File: src/rtl/itof_pipe.sv
// Three-stage integer-to-binary32 converter (round to nearest, ties to even)
// with a valid/ready pipeline that supports full backpressure.
module itof_pipe #(
    parameter int INT_W = 32,
    parameter int TAG_W = 5
) (
    input  logic             clk,
    input  logic             rstn,
    input  logic             in_valid,
    output logic             in_ready,
    input  logic [INT_W-1:0] in_data,
    input  logic             in_unsigned,
    input  logic [TAG_W-1:0] in_tag,
    output logic             out_valid,
    input  logic             out_ready,
    output logic [31:0]      out_data,
    output logic [TAG_W-1:0] out_tag,
    output logic             out_inexact
);

    generate
        if (INT_W < 2 || INT_W > 64) begin : g_bad_width
            $error("itof_pipe: INT_W must be in 2..64");
        end
    endgenerate

    localparam int PW    = $clog2(INT_W);
    // Working width for rounding: at least 1 leading + 23 frac + guard + 1 sticky bit.
    localparam int EXT_W = (INT_W > 26) ? INT_W : 26;

    // Handshake state
    logic ld1, ld2, ld3;
    logic v1_q, v1_d, v2_q, v2_d, v3_q, v3_d;

    // Stage 1: sign and magnitude
    logic             sign1_q, sign1_d;
    logic [INT_W-1:0] mag_q, mag_d;
    logic [TAG_W-1:0] tag1_q, tag1_d;

    // Stage 2: normalised magnitude
    logic             sign2_q, sign2_d;
    logic [PW-1:0]    p_q, p_d, p_raw, sh;
    logic [INT_W-1:0] norm_q, norm_d;
    logic [TAG_W-1:0] tag2_q, tag2_d;

    // Stage 3: rounded result
    logic [31:0]      out_data_q, out_data_d;
    logic [TAG_W-1:0] out_tag_q, out_tag_d;
    logic             out_inexact_q, out_inexact_d;

    logic [EXT_W-1:0] ext;
    logic [22:0]      frac;
    logic [23:0]      frac_r;
    logic             guard, sticky, rnd_up, carry, zero;
    logic [7:0]       expo;

    // NOTE: in_ready depends combinationally on out_ready so a full pipe can
    // accept a new operand in the same cycle its oldest result drains.
    always_comb begin
        ld3      = !v3_q || out_ready;
        ld2      = !v2_q || ld3;
        ld1      = !v1_q || ld2;
        in_ready = ld1;
        v1_d     = ld1 ? in_valid : v1_q;
        v2_d     = ld2 ? v1_q : v2_q;
        v3_d     = ld3 ? v2_q : v3_q;
    end

    always_comb begin
        sign1_d = sign1_q;
        mag_d   = mag_q;
        tag1_d  = tag1_q;
        if (ld1) begin
            sign1_d = !in_unsigned && in_data[INT_W-1];
            mag_d   = sign1_d ? -in_data : in_data;
            tag1_d  = in_tag;
        end
    end

    always_comb begin
        p_raw = '0;
        for (int i = 0; i < INT_W; i++) begin
            if (mag_q[i]) p_raw = PW'(i);
        end
        sh = PW'(INT_W - 1) - p_raw;

        sign2_d = sign2_q;
        p_d     = p_q;
        norm_d  = norm_q;
        tag2_d  = tag2_q;
        if (ld2) begin
            sign2_d = sign1_q;
            p_d     = p_raw;
            norm_d  = mag_q << sh;
            tag2_d  = tag1_q;
        end
    end

    always_comb begin
        ext                    = '0;
        ext[EXT_W-1 -: INT_W]  = norm_q;
        // A normalised value without its leading one means the operand was zero.
        zero   = !ext[EXT_W-1];
        frac   = ext[EXT_W-2 -: 23];
        guard  = ext[EXT_W-25];
        sticky = |ext[EXT_W-26:0];
        rnd_up = guard && (sticky || frac[0]);
        frac_r = {1'b0, frac} + 24'(rnd_up);
        carry  = frac_r[23];
        expo   = 8'd127 + 8'(p_q) + 8'(carry);

        out_data_d    = out_data_q;
        out_tag_d     = out_tag_q;
        out_inexact_d = out_inexact_q;
        if (ld3) begin
            out_data_d    = zero ? 32'h0000_0000
                                 : {sign2_q, expo, carry ? 23'd0 : frac_r[22:0]};
            out_tag_d     = tag2_q;
            out_inexact_d = !zero && (guard || sticky);
        end
    end

    always_ff @(posedge clk or negedge rstn) begin
        if (!rstn) begin
            v1_q          <= 1'b0;
            v2_q          <= 1'b0;
            v3_q          <= 1'b0;
            out_data_q    <= '0;
            out_tag_q     <= '0;
            out_inexact_q <= 1'b0;
        end else begin
            v1_q          <= v1_d;
            v2_q          <= v2_d;
            v3_q          <= v3_d;
            out_data_q    <= out_data_d;
            out_tag_q     <= out_tag_d;
            out_inexact_q <= out_inexact_d;
        end
    end

    // NOTE: inner pipeline data is qualified by its stage valid, so it needs no reset.
    always_ff @(posedge clk) begin
        sign1_q <= sign1_d;
        mag_q   <= mag_d;
        tag1_q  <= tag1_d;
        sign2_q <= sign2_d;
        p_q     <= p_d;
        norm_q  <= norm_d;
        tag2_q  <= tag2_d;
    end

    assign out_valid   = v3_q;
    assign out_data    = out_data_q;
    assign out_tag     = out_tag_q;
    assign out_inexact = out_inexact_q;

endmodule
File: config.mk
export PLATFORM = sky130hd
export DESIGN_NAME = itof_pipe
export DESIGN_NICKNAME = d
export VERILOG_FILES = /design/src/rtl/itof_pipe.sv
export SDC_FILE = /design/constraint.sdc
export NUM_CORES = 1
export LEC_CHECK = 0
export CORE_AREA = 2 2 169 171
export DETAILED_ROUTE_END_ITERATION = 16
export DIE_AREA = 0 0 171 173
export PLACE_DENSITY_LB_ADDON = 0.2
export SLEW_MARGIN = 25
export SYNTH_ARGS = -nofsm -noshare
export SYNTH_HDL_FRONTEND = slang
export SYNTH_SLANG_ARGS = --single-unit
File: constraint.sdc
create_clock -name clk -period 3.4 [get_ports clk]
set_input_delay 0.51 -clock clk [delete_from_list [all_inputs] [get_ports clk]]
set_output_delay 0.51 -clock clk [all_outputs]
set_load 0.005 [all_outputs]
# Word level (Yosys, flattened, before mapping)
# Index checks and enable logic that the tools add are counted.
# Widths: inputs -> output; s select.
# classes
add_sub_neg	5
muxes	34
n_shift	1
n_reduce_logical	13
# ops
operator	count
$mux 5	30
$mux 32	2
$neg 32->32	1
$shl 32x5->32	1
$add 23x1->24	1
$mux 23	1
$add 7x5->8 const A	1
$add 8x1->8	1
$reduce_or 7->1	1
$logic_or 1x1->1	5
$sub 5x5->5 const A	1
$logic_not 1->1	4
$logic_and 1x1->1	3
$mux 1	1
# word_totals
elab_cells	66
reg_bits	122

# Longest topological paths before layout
# Gate-level depths: netlist of the first run.
# depth
word_depth	33
ltp_mapped	14

# Worst setup path after synthesis of the first run
# Ideal clock, no wire load.
# synth_timing
path_type	register -> register
from	register mag_q[12]
to	register norm_q[24], in the netlist ext[24], data pin
n_path_buf	1
arrival_ns	2.443
setup_ns	0.261
setup_slack_ns	0.696
stages_incl_launch_ff	12
required_time_ns	3.139
period_less_slack_ns	2.704
path_cell_list	edfxtp_1 or3_1 a221o_1 a21oi_2 o211ai_2 inv_2 buf_6 mux2i_1 mux2i_1 mux2i_1 mux2i_1 a221o_1
# synth_via
elab_chain_cells	22
# synth_lines
element	line	text
start, declared	37	logic [INT_W-1:0] mag_q, mag_d;
start signal, assigned	144	mag_q <= mag_d;
$mux 5 (20 in a row)	83	if (mag_q[i]) p_raw = PW'(i);
$sub 5x5->5	85	sh = PW'(INT_W - 1) - p_raw;
$shl 32x5->32 (*)	94	norm_d = mag_q << sh;
end signal, assigned	148	norm_q <= norm_d;
end, declared	43	logic [INT_W-1:0] norm_q, norm_d;
# Mark *: on every way between the ends. The rest lies on a longest branch, timed or not.
# A chain may end at the register's enable or synchronous reset.

# Worst setup path after layout of the first run
# layout_timing
from	register mag_q[3]
to	register norm_q[26], in the netlist ext[26], data pin
# layout_via
elab_chain_cells	31
# layout_lines
element	line
$mux 5 (29 in a row)	83
$sub 5x5->5	85
$shl 32x5->32 (*)	94
# Marked as above.

==> flow_summary.yaml, run 1 <==
setup_path:
  start_kind: "register"
  criticalPathCategory: "reg -> reg"
  arrival_ns: 3.39
  r2r_slack_ns: 0.22
  critPathRequiredTime_ns: 3.61
  crit_path_end_kind: "register"
  cp_max_fo: 16
pwr:
  switchingPower_uw: 1670
  power_uw: 5500
  swShare_pct: 30.3
  powerDensity_nw_per_um2: 619
  p_leak_uw: 0.00350
  p_int_uw: 3830
  p_clk_share_pct: 34.7
  ir_drop_mv: 0.338
  power_frac_seq_pct: 39.7
  combPwrFrac_pct: 25.6
synth:
  synth_area_um2: 6860
  synth-main-ff-cell: "edfxtp_1"
  ys_ff_latch: 122
  syn_inst: 657
  synth_area_leaders: "edfxtp_1, dfrtp_1, mux2i_1, nand2_1, xnor2_1"
  yosysWarnings: 0
  async_flop_share_pct: 33.6
  avgSynthCellArea_um2: 10.4
  synth_edf_count: 81
  syn_nets: 704
  netlist.area_leader.share_pct: 35.4
  synth_top_area_cell: "edfxtp_1"
  synth.distinct_cells: 62
  synth_seq_area_share_pct: 50.4
timing:
  finalCriticalPeriod_ns: 3.18
  max_freq_mhz: 315
  slew_headroom_pct: 52.2
  setup_violations: 0
  drv_slew: 0
  worst_pin_slew_ns: 0.708
  hold_violations: 0
  final.period_utilization_pct: 93.5
  holdWs_ns: 0.0623
  fin_tns_setup_ns: 0
  fin_worst_skew_ns: 0.0178
  rsz0062_at_grt: "false"
final_layout:
  regArea_um2: 3460
  layout_commonest_cell: "nand2_1"
  fin_area_um2: 8890
  num-fill-cells: 2913
  antenna_cells: 0
  multi_input_area_um2: 3210
  final_cell_mix: "nand2_1, edfxtp_1, clkdlybuf4s50_1"
  nets: 807
  syn_to_final_growth_pct: 29.6
  drive_gt1_share_pct: 11.5
die:
  die_x_um: 171
  coreArea_um2: 27600
  io_pins: 82
  dieArea_um2: 29600
  die_y_um: 173
  start_util_pct: 24.8
  row_count: 61
clock_tree:
  post_cts_resized: 0
  clkLatencyLatePin_ns: 0.42
  path_clk_slew_ns: 0.06
  cts_tree: "yes"
  cts_root_buffer: "clkbuf_16"
  cts_sinks: 122
  clockBufferDepth: 2
  cts_made_buffers: 17
  holdBufCountCts: 0
  postCtsSetupBuffers: 0
  cts_max_level: 4
routing:
  drtIter0Drc: 352
  viasPerCell: 4.38
  ant_nets: 0
  drt-total-wl_um: 16600
  first_pass_iters: 5
  drc: 0
  num_vias: 5038
  wl_per_cell_um: 14.4
grt:
  grt_pass1_wl_um: 27200
  grt_usage_pct: 11.6
  grt_max_degree: 45
  grt_remaining_overflow: 0
  antenna_found_initial: 0
  grt_pass1_vias: 5046
run:
  maxCapViolCount: 0
placement:
  port_buffers: 81
  dpl.hpwl_um: 12700
  place.gp.congestion: 0.839
  placed_cell_area_um2: 8280
hold_path:
  hold_path.class: "in -> async"
outcome:
  outcome: "complete, no violations"
cell usage after synthesis, types with 3 or more instances:
cell	count
xor2_1	24
xnor2_1	29
buf_6	4
o22a_1	4
a21oi_1	27
o31ai_1	5
nor2_1	58
nand2b_1	14
clkbuf_1	17
a211oi_1	4
mux2_2	9
nand4_1	4
a31oi_1	3
edfxtp_1	81
inv_1	19
a221o_1	3
o41ai_1	3
dfrtp_1	41
mux2i_1	63
a22o_1	4
nor3_1	10
o21a_1	4
or3_1	5
ha_1	5
and3_1	7
nand3_1	17
nand2_1	84
nor4_1	5
o21ai_0	50
a22oi_1	3
and2_1	3
buf_2	3
nor2b_1	5
registers in the layout, indices dropped and copies added, names as in the netlist:
name / flops
v2_q: 1
ext: 32
v1_q: 1
out_data: 32
tag2_q: 5
sign2_q: 1
out_valid: 1
sign1_q: 1
out_inexact: 1
tag1_q: 5
p_q: 5
mag_q: 32
out_tag: 5
final timing paths:
| kind | from | endpoint | depth (start not counted) |
|---|---|---|---|
| setup / recovery | mag_q[3] | ext[26] | 10 |
| hold / removal | rstn | out_tag[1] | 1 |
| setup reg to reg | mag_q[3] | ext[26] | 10 |
| hold reg to reg | tag1_q[2] | tag2_q[2] | 0 |
| max in group asynchronous | rstn | out_data[10] | 1 |
| min in group clk | tag1_q[2] | tag2_q[2] | 0 |
layout make-up:
class                      instances  area share (%)
clock inverter                    14            2.08
timing repair buffer             111            11.9
inverter                          21           0.886
clock buffer                      18            4.83
tap                              378            5.32
multi-input combinational        487            36.1
sequential                       122            38.9
stage by stage:
stage | setup WS [ns] | util, % | instances
after floorplan | 0.696 | - | 657
after global placement | 0.150 | 30.0 | 1119
after detailed placement | 0.118 | 30.0 | 1119
after CTS | 0.198 | 32.2 | 1151
after global routing | 0.0193 | 32.2 | 1151
final | 0.221 | 32.2 | 1151
power by group through the flow:
stage / Clock [uW] / Combinational (uW) / Sequential [uW]
after floorplan: 0 / 805 / 2170
after global placement: 0 / 1420 / 2210
after detailed placement: 0 / 1420 / 2220
after CTS: 1960 / 1430 / 2190
after global routing: 2020 / 1580 / 2230
final: 1910 / 1410 / 2180
critical path, cell delays in order (launching register included):
cell and delay, ns:
edfxtp_1 0.39, nor2_1 0.06, o311ai_0 0.39, a311oi_1 0.17, o311a_1 0.35, o21ai_4 0.45
buf_4 0.32, mux2_2 0.38, nor2_1 0.09, a211oi_1 0.06, a211oi_1 0.30
logic make-up after synthesis:
group	count (synthesis)	synth area share (%)
AOI/OAI and AO/OA	131	12.2
xor gates and xnor gates	53	6.76
adders and majority gates	5	0.911
buffers and inverters	48	3.23
DFF	122	50.4
muxes	72	10.7
and+or+nand+nor	226	15.8
layer usage:
| layer | global-route usage, % | up-vias | share of wire [%] | routed length, um |
|---|---|---|---|---|
| met1 | 16.5 | 2324 | 52 | 8620 |
| met5 | 0 | - | 0 | 0 |
| met2 | 17.3 | 110 | 43 | 7140 |
| met3 | 2.31 | 12 | 3.7 | 613 |
| met4 | 4.56 | 0 | 1.2 | 207 |
| li1 | - | 2592 | - | - |
No activity file was read; power rests on OpenSTA's default activity.
==> inputs of run 2 (changes only) <==
- ABC_CLOCK_PERIOD_IN_PS: not set -> 3400
- CELL_PAD_IN_SITES_DETAIL_PLACEMENT: not set -> 0
- CELL_PAD_IN_SITES_GLOBAL_PLACEMENT: not set -> 1
==> flow_summary.yaml, run 2 (synthesis gave the netlist of run 1 again) <==
outcome:
  outcome: "complete, no violations"
pwr:
  power_uw: 5430
  ir_drop_mv: 0.310
  powerDensity_nw_per_um2: 614
  p_leak_uw: 0.00346
timing:
  finalCriticalPeriod_ns: 3.11
  holdWs_ns: 0.231
  slew_headroom_pct: 39.5
  hold_violations: 0
  rsz0062_at_grt: "false"
  fin_ws_ns: 0.291
  fin_tns_setup_ns: 0
  fin_worst_skew_ns: 0.00733
  drv_slew: 0
  max_freq_mhz: 322
  setup_violations: 0
  worst_pin_slew_ns: 0.907
  final.period_utilization_pct: 91.4
die:
  die_y_um: 173
  coreArea_um2: 27600
  row_count: 61
  dieArea_um2: 29600
  io_pins: 82
  start_util_pct: 24.8
  die_x_um: 171
setup_path:
  cp_max_fo: 37
  arrival_ns: 3.35
  criticalPathCategory: "reg -> reg"
  critPathRequiredTime_ns: 3.64
  critPathSlowestCell: "edfxtp_1"
  r2r_end: "ext[28]"
  crit_path_end_kind: "register"
  r2r_start: "mag_q[5]"
  reg2regPathDepth: 10
  r2r_slack_ns: 0.29
  path_cells: "o311ai_0, a311oi_1, o311a_1, o21ai_4, buf_12, mux2i_1, a22oi_1, buf_4, a22o_1, a211oi_2"
  start_kind: "register"
  slowest_delay_ns: 0.47
clock_tree:
  cts_tree: "yes"
  cts_sinks: 122
  cts_made_buffers: 17
  cts_root_buffer: "clkbuf_16"
  holdBufCountCts: 0
  postCtsSetupBuffers: 0
  post_cts_resized: 0
  clkLatencyLatePin_ns: 0.41
  cts_max_level: 4
  clockBufferDepth: 2
  path_clk_slew_ns: 0.06
grt:
  grt_pass1_wl_um: 27100
  grt_usage_pct: 11.6
  grt_max_degree: 45
  grt_pass1_vias: 5049
  grt_remaining_overflow: 0
  antenna_found_initial: 0
final_layout:
  num-fill-cells: 2915
  antenna_cells: 0
  multi_input_area_um2: 3200
  final_cell_mix: "nand2_1, edfxtp_1, clkdlybuf4s50_1"
  layout_commonest_cell: "nand2_1"
  drive_gt1_share_pct: 10.2
  regArea_um2: 3460
  nets: 798
  syn_to_final_growth_pct: 28.7
routing:
  drt-total-wl_um: 16500
  viasPerCell: 4.39
  drtIter0Drc: 232
  first_pass_iters: 4
  drc: 0
  ant_nets: 0
  wl_per_cell_um: 14.4
  num_vias: 5009
run:
  maxCapViolCount: 0
placement:
  port_buffers: 81
  place.gp.congestion: 0.816
  dp_slack_ns: 0.0894
  dpl.hpwl_um: 13000
hold_path:
  hold_path.class: "in -> async"
-- run 2: changes by cell type in the layout (fill, tap and decap cells not counted), moves of 2 or more --
cell	previous run	this run
inv_8	2	0
clkbuf_16	17	20
inv_6	4	1
buf_4	29	18
bufinv_16	3	1
clkbuf_8	0	3
-- run 2: worst max-delay path by stage --
stage                    start   endpoint  slack, ns  cells after the start
floorplan            mag_q[12]    ext[24]       0.70                     11
global placement    in_data[4]  mag_q[28]       0.11                     10
detailed placement  in_data[4]  mag_q[28]       0.09                     10
CTS                   mag_q[5]    ext[28]       0.26                     10
global route          mag_q[5]    ext[15]       0.03                      9
finish                mag_q[5]    ext[28]       0.29                     10
-- run 2: area by class of cell --
| class | count | area share (%) |
|---|---|---|
| repair buffers | 102 | 11.3 |
| clock inverters | 7 | 0.821 |
| inverters | 21 | 0.892 |
| clock buffers | 25 | 6.22 |
| well taps | 378 | 5.35 |
| multi-input cells | 487 | 36.3 |
| flip-flops and latches | 122 | 39.1 |
-- run 2: per-stage QoR --
| stage | utilization (%) | cell area [um2] | std cells |
|---|---|---|---|
| final | 32.0 | 8840 | 1142 |
| after global routing | 32.0 | 8840 | 1142 |
| after CTS | 32.0 | 8840 | 1142 |
| after detailed placement | 29.7 | 8210 | 1110 |
| after global placement | 29.7 | 8210 | 1110 |
| after floorplan | - | 6860 | 657 |
-- run 2: where the power goes --
part | internal [uW] | leakage [uW] | switching, uW
clock network | 1200 | 0.000306 | 663
registers | 1960 | 0.00131 | 227
logic | 690 | 0.00185 | 693
-- run 2: routing by layer --
metal	vias to the layer above	GRT usage, %	wire, um
met3	21	2.36	544
met1	2315	16.3	8440
met2	112	17.3	7190
li1	2561	-	-
met4	0	4.52	318
met5	-	0	0
-- run 2: worst max-delay path, delay by kind of cell, from the launching register on --
family,cells,cell delay [ns]
compound gates,7,1.73
flops,1,0.47
buf+inv,2,0.41
mux,1,0.30
